==> src/rtl/press_classifier_pkg.sv <==
// Shared definitions for the push-button gesture classifier: state codes,
// default thresholds and the event payload.
package press_classifier_pkg;

    localparam int unsigned LONG_CYCLES_DEF = 8;
    localparam int unsigned GAP_CYCLES_DEF  = 4;
    localparam int unsigned TW_DEF          = 4;
    localparam int unsigned STATE_W         = 3;

    localparam logic [STATE_W-1:0] ST_IDLE   = 3'd0;
    localparam logic [STATE_W-1:0] ST_PRESS1 = 3'd1;
    localparam logic [STATE_W-1:0] ST_WAIT2  = 3'd2;
    localparam logic [STATE_W-1:0] ST_PRESS2 = 3'd3;
    localparam logic [STATE_W-1:0] ST_HELD   = 3'd4;

    typedef struct packed {
        logic is_single;
        logic is_double;
        logic is_long;
    } press_evt_t;

endpackage

==> src/rtl/press_classifier_cycle_timer.sv <==
// Saturating cycle counter; a clear request wins over the increment.
module press_classifier_cycle_timer #(
    parameter int unsigned TW = 4
) (
    input  logic          Clk,
    input  logic          Rst_n,
    input  logic          Clr,
    output logic [TW-1:0] Count
);

    always_ff @(posedge Clk or negedge Rst_n) begin
        if (!Rst_n) begin
            Count <= '0;
        end else if (Clr) begin
            Count <= '0;
        end else if (Count != {TW{1'b1}}) begin
            Count <= Count + TW'(1);
        end
    end

endmodule

==> src/rtl/press_classifier.sv <==
// Classifies debounced button gestures into single, double and long presses,
// emitting one-cycle registered event pulses.
module press_classifier
    import press_classifier_pkg::*;
#(
    parameter int unsigned LONG_CYCLES = LONG_CYCLES_DEF,
    parameter int unsigned GAP_CYCLES  = GAP_CYCLES_DEF,
    parameter int unsigned TW          = TW_DEF
) (
    input  logic               Clk,
    input  logic               Rst_n,
    input  logic               Btn,
    output logic               SinglePress,
    output logic               DoublePress,
    output logic               LongPress,
    output logic [STATE_W-1:0] State
);

    if (LONG_CYCLES < 2 || LONG_CYCLES > (2**TW) - 1 ||
        GAP_CYCLES  < 2 || GAP_CYCLES  > (2**TW) - 1) begin : g_param_err
        $error("press_classifier: LONG_CYCLES/GAP_CYCLES out of range for TW");
    end

    logic [STATE_W-1:0] r_state;
    logic [STATE_W-1:0] w_next_state;
    press_evt_t         r_evt;
    press_evt_t         w_evt;
    logic [TW-1:0]      w_count;
    logic               w_clr;
    logic               w_long_hit;
    logic               w_gap_hit;

    // Timer restarts from zero on every state change
    press_classifier_cycle_timer #(
        .TW    (TW)
    ) u_timer (
        .Clk   (Clk),
        .Rst_n (Rst_n),
        .Clr   (w_clr),
        .Count (w_count)
    );

    assign w_long_hit = (w_count == TW'(LONG_CYCLES - 1));
    assign w_gap_hit  = (w_count == TW'(GAP_CYCLES - 1));
    assign w_clr      = (w_next_state != r_state);

    always_ff @(posedge Clk or negedge Rst_n) begin
        if (!Rst_n) begin
            r_state <= ST_IDLE;
            r_evt   <= '0;
        end else begin
            r_state <= w_next_state;
            r_evt   <= w_evt;
        end
    end

    // Button edges take priority over timer thresholds on the same clock
    always_comb begin
        w_next_state = r_state;
        w_evt        = '0;
        case (r_state)
            ST_IDLE: begin
                if (Btn) begin
                    w_next_state = ST_PRESS1;
                end
            end
            ST_PRESS1: begin
                if (!Btn) begin
                    w_next_state = ST_WAIT2;
                end else if (w_long_hit) begin
                    w_evt.is_long = 1'b1;
                    w_next_state  = ST_HELD;
                end
            end
            ST_WAIT2: begin
                if (Btn) begin
                    w_next_state = ST_PRESS2;
                end else if (w_gap_hit) begin
                    w_evt.is_single = 1'b1;
                    w_next_state    = ST_IDLE;
                end
            end
            ST_PRESS2: begin
                if (!Btn) begin
                    w_evt.is_double = 1'b1;
                    w_next_state    = ST_IDLE;
                end else if (w_long_hit) begin
                    w_evt.is_double = 1'b1;
                    w_next_state    = ST_HELD;
                end
            end
            ST_HELD: begin
                if (!Btn) begin
                    w_next_state = ST_IDLE;
                end
            end
            default: begin
                w_next_state = ST_IDLE;
            end
        endcase
    end

    assign SinglePress = r_evt.is_single;
    assign DoublePress = r_evt.is_double;
    assign LongPress   = r_evt.is_long;
    assign State       = r_state;

endmodule

==> config.mk <==
export PLATFORM = sky130hd
export DESIGN_NAME = press_classifier
export DESIGN_NICKNAME = d
export VERILOG_FILES = /design/src/rtl/press_classifier_pkg.sv /design/src/rtl/press_classifier_cycle_timer.sv /design/src/rtl/press_classifier.sv
export SDC_FILE = /design/constraint.sdc
export NUM_CORES = 1
export LEC_CHECK = 0
export CORE_AREA = 4 4 41 43
export CTS_CLUSTER_SIZE = 40
export DETAILED_ROUTE_END_ITERATION = 6
export DIE_AREA = 0 0 45 47
export GPL_TIMING_DRIVEN = 0
export PLACE_DENSITY = 0.72
export SKIP_CTS_REPAIR_TIMING = 1
export SKIP_LAST_GASP = 1
export SLEW_MARGIN = 20
export SYNTH_ARGS = -nofsm -noshare
export SYNTH_HDL_FRONTEND = slang
export SYNTH_HIERARCHICAL = 1
export SYNTH_SLANG_ARGS = --single-unit
==> constraint.sdc <==
create_clock -name Clk -period 1.3 [get_ports Clk]
set_input_delay 0.195 -clock Clk [delete_from_list [all_inputs] [get_ports Clk]]
set_output_delay 0.195 -clock Clk [all_outputs]
set_load 0.05 [all_outputs]
==> metrics.md, run 1 <==
| Metric | Value |
|---|---|
| Clock transition at path regs | `around 0.07 ns` |
| Post-Synthesis Cells | `50` |
| VDD IR-drop max | `839.4 µV` |
| Hold Crit Depth | `3` |
| Area of the multi-input gates | `324.1 µm²` |
| Sw frac | `between 30% and 40%` |
| CP arrival | `1.60 ns` |
| Mapped Nets | `54` |
| Net count reported at finish | `between 70 and 80` |
| Fin. max-slew vios | `0` |
| # fillers | `~120` |
| Critical path endpoint category | `flop` |
| Min Tclk post-route | `~1.4 ns` |
| Non-Filler Instances | `just over 80` |
| Clock Tree Root | `clkbuf_4` |
| Worst Hold Class | `in2reg` |
| Std-Cell Rows | `13` |
| GRT Overall Usage | `approximately 10%` |
| CP Class | `reg2reg` |
| Slew @ Worst Pin | `approximately 0.50 ns` |
| Post-synth design cell area | `roughly 530 µm²` |
| Relative slew slack | `66.51%` |
| CTS tree | `yes` |
| Area contributors post-synth | `dfrtp_1, nand2b_1, a21oi_1` |
| Leak | `about 0.40 nW` |
| Detailed placer's ending HPWL | `678.3 µm` |
| Largest net degree at the start of global routing | `11` |
| Final setup vio count | `4` |
| Die X | `between 40 and 50 µm` |
| CP max stage delay | `roughly 0.44 ns` |
| Yosys warning total | `6` |
| Cell count of the worst reg-to-reg path | `5` |
| Core Area | `about 0.0013 mm²` |
| Worst Hold Path EP | `LongPress$_DFF_PN0_` |
| Area grow syn2layout | `43.79%` |
| Post-route DRC | `0` |
| Combinational Power Share | `40.4%` |
| Vias post-DR | `between 400 and 500` |
| Initial Util | `roughly two fifths` |
| Finished Core Util | `roughly three fifths` |
| Die height | `about 47 µm` |
| FF/Latch Area | `257.7 µm²` |
| 1st-iter DRT viols | `6` |
| Routed len/inst | `around 14 µm` |
| RSZ-0062 raised after global routing | `yes` |
| Final setup margin | `-0.1477 ns` |
| Num CTS Buffers | `3` |
| Status | `finished with violations` |
| Number of global-route vias before repair | `354` |
| Post-route ant nets | `0` |
| Die area | `between 0.002 and 0.0025 mm²` |
| Origin of the critical flop-to-flop path | `u_timer/Count[2]$_DFFE_PN0P_` |
| Synthesized area per cell | `10.69 µm²` |
| Hold_ws | `around 0.22 ns` |
| Final hold violations | `0` |
| First-pass GRT wire length | `approximately 1.5 mm` |
| CTS Sinks | `10` |
| Max Fclk | `a little under 700 MHz` |
| Cell taking the most area after synthesis | `dfrtp_1` |
| Pre-antenna DRT Iters | `3` |
| Placed Cells incl. Taps | `72` |
| Flop pwr share | `between 30% and 40%` |
| Critical Path Start Type | `flop` |
| Longest Clk Path Bufs | `2` |
| P_sw | `between 0.5 and 0.6 mW` |
| Crit path required time | `~1.5 ns` |
| H-tree depth | `1` |
| Synth top area share | `roughly 47%` |
| Reg2reg setup slack | `-0.15 ns` |
| Hold_sp | `Btn` |
| Distinct cell type count after synthesis | `29` |
| Initial antenna violation count | `0` |
| Placer Congestion | `about 0.8` |
| Tcrit/Tclk final | `111.4%` |
| Final clock skew | `approximately 0.006 ns` |
| Drt via density | `around 5.5` |
| Clk network pwr share | `a little over a fifth` |
| Register bit total from synthesis | `10` |
| Internal | `between 0.8 and 0.9 mW` |
| Post-detailed-routing wire length | `1.142 mm` |
| Worst R2R End | `u_timer/Count[1]$_DFFE_PN0P_` |
| Slowest CP cell | `dfrtp_2` |
| Pwr Density | `between 1500 and 2000 mW/mm²` |
| Max cap viols | `0` |
| Place WS | `-0.2134 ns` |
| Sequential share of the synthesized area | `a little under half` |
| Grt total ovfl | `0` |
| Failing checks | `negative setup slack` |
| I/O pin cnt | `9` |
| Setup TNS | `-0.4762 ns` |
| N_diodes | `0` |
| Share of cells above drive strength 1 | `47.06%` |
| CP max FO | `6` |
| Crit path cell chain | `nand4bb_4 -> o2bb2ai_2 -> o21ai_2 -> nand2b_4 -> mux2i_1` |
| IO Port Bufs | `7` |
| Clock Latency Late Sink | `between 0.2 and 0.3 ns` |
-- logic make-up after synthesis --
family	share of synthesized area, %
flip-flops	46.84
XOR/XNOR	1.640
adder cells (fa/ha/maj)	2.342
AND/OR/NAND/NOR	31.15
AO/OA/AOI/OAI	14.05
buffers and inverters	2.108
multiplexers	1.874
-- critical path: cells and delay by family (launching register included) --
| kind | cells | cell delay (ns) |
|---|---|---|
| AO/OA/AOI/OAI | 2 | 0.40 |
| flip-flops | 1 | 0.44 |
| AND/OR/NAND/NOR | 2 | 0.43 |
| multiplexers | 1 | 0.06 |
-- cell usage in the layout, fill, tap and decap left out, types with 2 or more instances in the layout --
cell / synthesis / routed
clkbuf_2: 0 / 3
nand3_1: 3 / 3
dfrtp_1: 10 / 4
a21oi_1: 3 / 3
o21ai_2: 0 / 2
a31oi_1: 2 / 2
nand2b_1: 3 / 2
clkbuf_4: 0 / 3
and3_1: 2 / 2
dfrtp_2: 0 / 6
dlymetal6s2s_1: 0 / 4
nor2b_1: 2 / 2
nor2_1: 4 / 4
buf_4: 1 / 7
-- layer usage --
| layer | GRT usage, % | vias to the layer above | wire length (µm) |
|---|---|---|---|
| met3 | 3.448 | 4 | 47 |
| met4 | 7.018 | 0 | 31 |
| met1 | 12.50 | 221 | 511 |
| met2 | 15.54 | 10 | 552 |
| met5 | 0 | - | 0 |
| li1 | - | 222 | - |
-- final cells by class --
class                      instances  share of cell area [%]
timing repair buffer              14                   15.64
clock buffer                       4                   4.723
buffer                             1                  0.9772
tap                               15                   2.443
inverter                           1                  0.4886
sequential                        10                   33.55
multi-input combinational         38                   42.18
-- Yosys cell counts --
master and count:
mux2i_1 1, and4b_1 1, a22oi_1 1, nand2_1 1
nand3_1 3, nor2b_1 2, a31oi_1 2, ha_1 1
nand2b_1 3, buf_4 1, nor2_1 4, nand4b_1 1
o21ai_0 1, and3b_1 1, o2bb2ai_1 1, nor3b_2 1
xor2_1 1, a21oi_1 3, o21ai_1 1, nor2b_2 1
dfrtp_1 10, inv_1 1, a211oi_2 1, and4bb_1 1
a31o_2 1, nand4bb_1 1, nor3_2 1, and3_1 2
nand4_1 1
-- worst max path at each step --
stage / startpoint / end / slack [ns] / depth (start not counted)
2_1_floorplan: u_timer/Count[2]$_DFFE_PN0P_ / u_timer/Count[1]$_DFFE_PN0P_ / -0.02 / 5
3_3_place_gp: State[0]$_DFF_PN0_ / State[0] / -0.20 / 1
3_5_place_dp: State[0]$_DFF_PN0_ / State[0] / -0.21 / 1
4_1_cts: State[0]$_DFF_PN0_ / State[0] / -0.51 / 1
5_1_grt: u_timer/Count[2]$_DFFE_PN0P_ / u_timer/Count[1]$_DFFE_PN0P_ / -0.20 / 5
6_report: u_timer/Count[2]$_DFFE_PN0P_ / u_timer/Count[1]$_DFFE_PN0P_ / -0.15 / 5
-- per-stage QoR --
stage	cell area, µm²	total power [mW]
after floorplan	540.5	0.7421
after global placement	629.4	0.8458
after detailed placement	629.4	0.8583
after CTS	665.6	1.142
after global routing	768.2	1.389
final	768.2	1.322
-- flip-flops by register name (all words and copies together) (netlist names) --
register	count
SinglePress	1
DoublePress	1
State	3
LongPress	1
u_timer/Count	4
-- power by group through the flow --
stage | clock network (mW) | logic [mW] | registers (mW)
2_1_floorplan | 0 | 0.177 | 0.565
6_report | 0.284 | 0.534 | 0.504
3_5_place_dp | 0 | 0.361 | 0.498
4_1_cts | 0.287 | 0.363 | 0.492
3_3_place_gp | 0 | 0.351 | 0.495
5_1_grt | 0.307 | 0.564 | 0.518
(Power assumes the default switching activity.)
==> run 2: changes to the inputs <==
==> constraint.sdc (replaced) <==
create_clock -name Clk -period 1.3 [get_ports Clk]
set_input_delay 0.325 -clock Clk [delete_from_list [all_inputs] [get_ports Clk]]
set_output_delay 0.325 -clock Clk [all_outputs]
set_load 0.05 [all_outputs]
==> run 2 against run 1 <==
The run still ends with negative setup slack left. Sequential power shrank 6.5%. Clock power is essentially flat. Die area unchanged. Combinational power rose by 22%. Flip-flop and latch count did not move. Setup slack better by 0.039 ns. Final cell count rose by 3.6%. Final area is 2.4% higher. Power increased by 6.5%. Register-to-register slack improved by 0.04 ns. First-iteration DRC count rose by 50%. Non-clock buffer count rose by 3. Critical endpoint unchanged. Largest power group unchanged.
==> metrics.md, run 2 (synthesis results as in run 1) <==
| Metric | Value |
|---|---|
| Status | `finished with violations (unchanged)` |
| Failing checks | `negative setup slack (unchanged)` |
| Commonest non-fill, non-tap cells in the layout | `buf_4, dfrtp_2, nor2_1, clkbuf_2 (was buf_4, dfrtp_2, dfrtp_1, nor2_1, dlymetal6s2s_1)` |
| VDD IR-drop max | `840.5 µV (was 839.4 µV)` |
| Leak | `0.3575 nW (was 0.3967 nW)` |
| Die height | `47 µm (unchanged)` |
| N_diodes | `0 (unchanged)` |
| GRT Overall Usage | `10.32% (unchanged)` |
| Std-Cell Rows | `13 (unchanged)` |
| Die X | `45 µm (unchanged)` |
| Largest register FFs | `4 (unchanged)` |
| CP max FO | `7 (was 6)` |
| Clock transition at path regs | `0.07 ns (about the same)` |
| IO Port Bufs | `7 (unchanged)` |
| Most common cell after layout, fill and taps aside | `buf_4 (unchanged)` |
| Total power | `1.407 mW (was 1.322 mW)` |
| First-pass GRT wire length | `1.518 mm (unchanged)` |
| Num CTS Buffers | `3 (unchanged)` |
| Post-detailed-routing wire length | `1.204 mm (was 1.142 mm)` |
| Crit path required time | `1.45 ns (was 1.46 ns)` |
| Place WS | `-0.3434 ns (was -0.2134 ns)` |
| Area of the multi-input gates | `344.1 µm² (was 324.1 µm²)` |
| Relative slew slack | `69.35% (was 66.51%)` |
| Post-route DRC | `0 (unchanged)` |
| Max cap viols | `0 (unchanged)` |
| Detailed placer's ending HPWL | `678.3 µm (unchanged)` |
| Final clock skew | `0.003419 ns (was 0.006036 ns)` |
| Crit path cell chain | `nand4bb_4 -> o2bb2ai_4 -> o21ai_4 -> nand2b_4 -> mux2i_1 (was nand4bb_4 -> o2bb2ai_2 -> o21ai_2 -> nand2b_4 -> mux2i_1)` |
| Pwr Density | `1788 mW/mm² (was 1720 mW/mm²)` |
| Buffers and inverters on the worst path | `0 (unchanged)` |
| Vias post-DR | `477 (was 457)` |
| 1st-iter DRT viols | `9 (was 6)` |
| Routed len/inst | `14.00 µm (was 13.76 µm)` |
| Drt via density | `5.547 (was 5.506)` |
| Min Tclk post-route | `1.409 ns (was 1.448 ns)` |
| Final setup vio count | `4 (unchanged)` |
| Largest reg by FF count | `u_timer/Count (unchanged)` |
| Area grow syn2layout | `47.31% (was 43.79%)` |
| Pre-antenna DRT Iters | `4 (was 3)` |
| Hold_ws | `0.3408 ns (was 0.2157 ns)` |
| Die area | `0.002115 mm² (unchanged)` |
| Net count reported at finish | `76 (was 73)` |
| Slowest CP cell | `dfrtp_2 (unchanged)` |
| Clock Latency Late Sink | `0.27 ns (about the same)` |
| Max Fclk | `709.8 MHz (was 690.8 MHz)` |
| Final hold violations | `0 (unchanged)` |
| Longest Clk Path Bufs | `2 (unchanged)` |
| Fin. max-slew vios | `0 (unchanged)` |
| Largest net degree at the start of global routing | `11 (unchanged)` |
| Post-route ant nets | `0 (unchanged)` |
| CP max stage delay | `0.44 ns (about the same)` |
| Critical Path Start Type | `flop (unchanged)` |
| Critical path endpoint category | `flop (unchanged)` |
| Initial antenna violation count | `0 (unchanged)` |
| Slew @ Worst Pin | `0.4583 ns (was 0.5015 ns)` |
| Top cell family by delay on the critical path | `flip-flops (unchanged)` |
| Core Area | `0.001301 mm² (unchanged)` |
| CTS tree | `yes (unchanged)` |
| Number of global-route vias before repair | `354 (unchanged)` |
| CP Class | `reg2reg (unchanged)` |
| I/O pin cnt | `9 (unchanged)` |
| Finished Core Util | `60.48% (was 59.04%)` |
| RSZ-0062 raised after global routing | `yes (unchanged)` |
| Share of cells above drive strength 1 | `56.34% (was 47.06%)` |
| Placer Congestion | `0.7900 (unchanged)` |
| Initial Util | `41.06% (unchanged)` |
| FF/Latch Area | `259.0 µm² (was 257.7 µm²)` |
| # fillers | `115 (was 117)` |
| Final setup margin | `-0.1088 ns (was -0.1477 ns)` |
| Clock Tree Root | `clkbuf_4 (unchanged)` |
| Worst Hold Class | `in2reg (unchanged)` |
| CTS Sinks | `10 (unchanged)` |
| H-tree depth | `1 (unchanged)` |
| Tcrit/Tclk final | `108.4% (was 111.4%)` |
| Grt total ovfl | `0 (unchanged)` |
| CP arrival | `1.56 ns (was 1.60 ns)` |
==> run 2: cell count changes in the layout (fill, tap and decap cells not counted) <==
| cell | before | now |
|---|---|---|
| buf_4 | 7 | 12 |
| dlymetal6s2s_1 | 4 | 0 |
| buf_2 | 0 | 1 |
| clkbuf_2 | 3 | 4 |
| dfrtp_1 | 4 | 3 |
| dfrtp_2 | 6 | 7 |
| o21ai_2 | 2 | 1 |
| o21ai_4 | 0 | 1 |
| o2bb2ai_2 | 1 | 0 |
| o2bb2ai_4 | 0 | 1 |
==> run 2: stage by stage <==
| step | TNS (ns) | instances | instance area, µm² |
|---|---|---|---|
| 2_1_floorplan | -0.02102 | 50 | 540.5 |
| 3_5_place_dp | -1.421 | 72 | 629.4 |
| 6_report | -0.3255 | 86 | 787.0 |
| 5_1_grt | -0.5160 | 86 | 787.0 |
| 3_3_place_gp | -1.468 | 72 | 629.4 |
| 4_1_cts | -3.246 | 76 | 665.6 |
==> run 2: path summary, 6_finish.rpt <==
path                                               from                      endpoint  slack, ns  cells past startpoint
min in group asynchronous                         Rst_n  u_timer/Count[2]$_DFFE_PN0P_       0.37                      1
max                        u_timer/Count[3]$_DFFE_PN0P_  u_timer/Count[1]$_DFFE_PN0P_      -0.11                      5
max in group asynchronous                         Rst_n  u_timer/Count[0]$_DFFE_PN0P_       0.59                      1
min reg2reg                          State[2]$_DFF_PN0_            State[1]$_DFF_PN0_       0.53                      1
min                                                 Btn           LongPress$_DFF_PN0_       0.34                      3
max reg2reg                u_timer/Count[3]$_DFFE_PN0P_  u_timer/Count[1]$_DFFE_PN0P_      -0.11                      5
==> run 2: layer usage <==
layer / track usage, % / vias up / wire length (µm)
met4: 7.018 / 0 / 31
met2: 15.54 / 12 / 576
li1: - / 231 / -
met5: 0 / - / 0
met1: 12.50 / 230 / 535
met3: 3.448 / 4 / 61
==> run 2: report_power, final <==
part           total [mW]  switching [mW]  internal [mW]
registers           0.471          0.0860          0.385
clock network       0.284           0.114          0.170
logic               0.652           0.333          0.320
==> run 2: area by class of cell <==
class / count / share of cell area, %
buffer: 1 / 0.9539
clock buffer: 4 / 4.610
inverter: 1 / 0.4769
multi-input combinational: 38 / 43.72
sequential: 10 / 32.91
tap: 15 / 2.385
timing repair buffer: 17 / 14.94
==> run 2: worst min-delay path: cells and delay by family <==
kind                   cells  cell delay (ns)
buffers and inverters      1             0.14
and+or+nand+nor            2             0.11
==> edit (settings of run 1) <==
Set the package constant `STATE_W` to 6 (it was 3).
--- a/src/rtl/press_classifier_pkg.sv
+++ b/src/rtl/press_classifier_pkg.sv
@@ -6,5 +6,5 @@
     localparam int unsigned GAP_CYCLES_DEF  = 4;
     localparam int unsigned TW_DEF          = 4;
-    localparam int unsigned STATE_W         = 3;
+    localparam int unsigned STATE_W         = 6;
 
     localparam logic [STATE_W-1:0] ST_IDLE   = 3'd0;
Ports: changed (resized State); port bits go from 9 to 12. The function was not compared with the original's and may differ.
==> edit against run 1 <==
The run still ends with setup timing left; synthesized cell count increased by 18%; design area increased by 21%; setup slack got worse by 0.051 ns; area after synthesis increased by 17%; first-iteration DRC count increased by 83%; clock skew decreased by 0.0010 ns; sequential cell count increased by 3; routed wire length increased by 18%; critical path type unchanged; largest cell class is now flip-flops and latches.
Power is not compared: it rests on default switching activity, and its combinational part moved more than twofold at a synthesized area within 25%.
==> edit: results (changes against run 1) <==
| Metric | Value |
|---|---|
| First-pass GRT wire length | `2.18 mm (+44%)` |
| Routed WL | `1.35 mm (+18%)` |
| Setup slack after layout | `-0.199 ns (-0.0514 ns)` |
| DRT iter0 DRCs | `11 (+5)` |
| Worst hold path type | `input pin to async pin` |
| DR vias/cell | `5.25 (-4.7%)` |
| Syn Inst Count | `59 (+18%)` |
| WP data arrival | `1.69 ns (+0.09 ns)` |
| Gpl congestion | `0.757 (-4.1%)` |
| Crit path max-delay family | `flip-flops` |
| Final setup violation count | `6 (+2)` |
| Pre-CTS setup slack | `-0.515 ns (-0.302 ns)` |
| Largest cells by area after synthesis | `dfrtp_1 52%, nand2_1 4.8%, nor2_1 4.8%, nor4_2 4.0%, nand3b_4 3.2%` |
| Status | `complete, but fails checks` |
| Skew final | `0.00503 ns (-0.00101 ns)` |
| Critical Path Max Stage Delay | `0.46 ns (+0.02 ns)` |
| Layout cells sized above 1 | `0.451 (-0.0200)` |
| Failing checks | `setup timing` |
| GRT Util Overall | `0.145 (+0.0414)` |
| Buffers on Ports | `11 (+4)` |
| Final Net Count | `96 (+32%)` |
| Hpwl dp | `851 um (+25%)` |
| Largest net degree at the start of global routing | `14 (+3)` |
| Vias in the first global route | `501 (+42%)` |
| DRT Pass-1 Iters | `4 (+1)` |
| Sequential cell area fraction in the yosys report | `0.520 (+0.0516)` |
| Cell variety after synth | `24 (-17%)` |
| Worst slew margin | `0.626 (-0.0395)` |
[edit: cell count changes in the layout (fill, tap and decap cells not counted), moves of 3 or more]
cell and change:
nand2_1 +7, conb_1 +3, dfrtp_2 +3, buf_4 +8
[edit: area by class of cell]
class / count / area, um2
multi-input cells: 48 / 337
clock buffers: 4 / 26.3
flip-flops and latches: 13 / 337
fillers: 103 / 373
well taps: 15 / 18.8
repair buffers: 26 / 210
[edit: per-layer routing]
metal,part of all wire,track usage,vias to the layer above
li1,-,-,276
met1,0.43,0.181,268
met5,0,0,-
met3,0.050,0.0460,0
met2,0.52,0.232,12
met4,0,0.0585,0
[edit: logic make-up after synthesis]
group / share of synthesized area
compound gates: 0.0980
mux: 0.0160
simple gates: 0.340
other cells: 0.00599
flops: 0.520
fa+ha+maj: 0.0200
[edit: where the power goes]
part | leakage, nW | internal, mW | switching, mW
clock | 0.0150 | 0.119 | 0.126
sequential | 0.161 | 0.411 | 0.00987
combinational | 0.347 | 0.0228 | 0.0453
[edit: path summary, 6_finish.rpt]
path | start | endpoint | slack, ns | depth (start not counted)
worst max-delay path | u_timer/Count[1]$_DFFE_PN0P_ | u_timer/Count[3]$_DFFE_PN0P_ | -0.20 | 6
worst min-delay path | Rst_n | LongPress$_DFF_PN0_ | 0.28 | 1
worst max register to register | u_timer/Count[1]$_DFFE_PN0P_ | u_timer/Count[3]$_DFFE_PN0P_ | -0.20 | 6
worst min register to register | State[1]$_DFF_PN0_ | LongPress$_DFF_PN0_ | 0.54 | 1
max in group asynchronous | Rst_n | State[1]$_DFF_PN0_ | 0.61 | 1
min in group Clk | Btn | State[2]$_DFF_PN0_ | 0.29 | 3
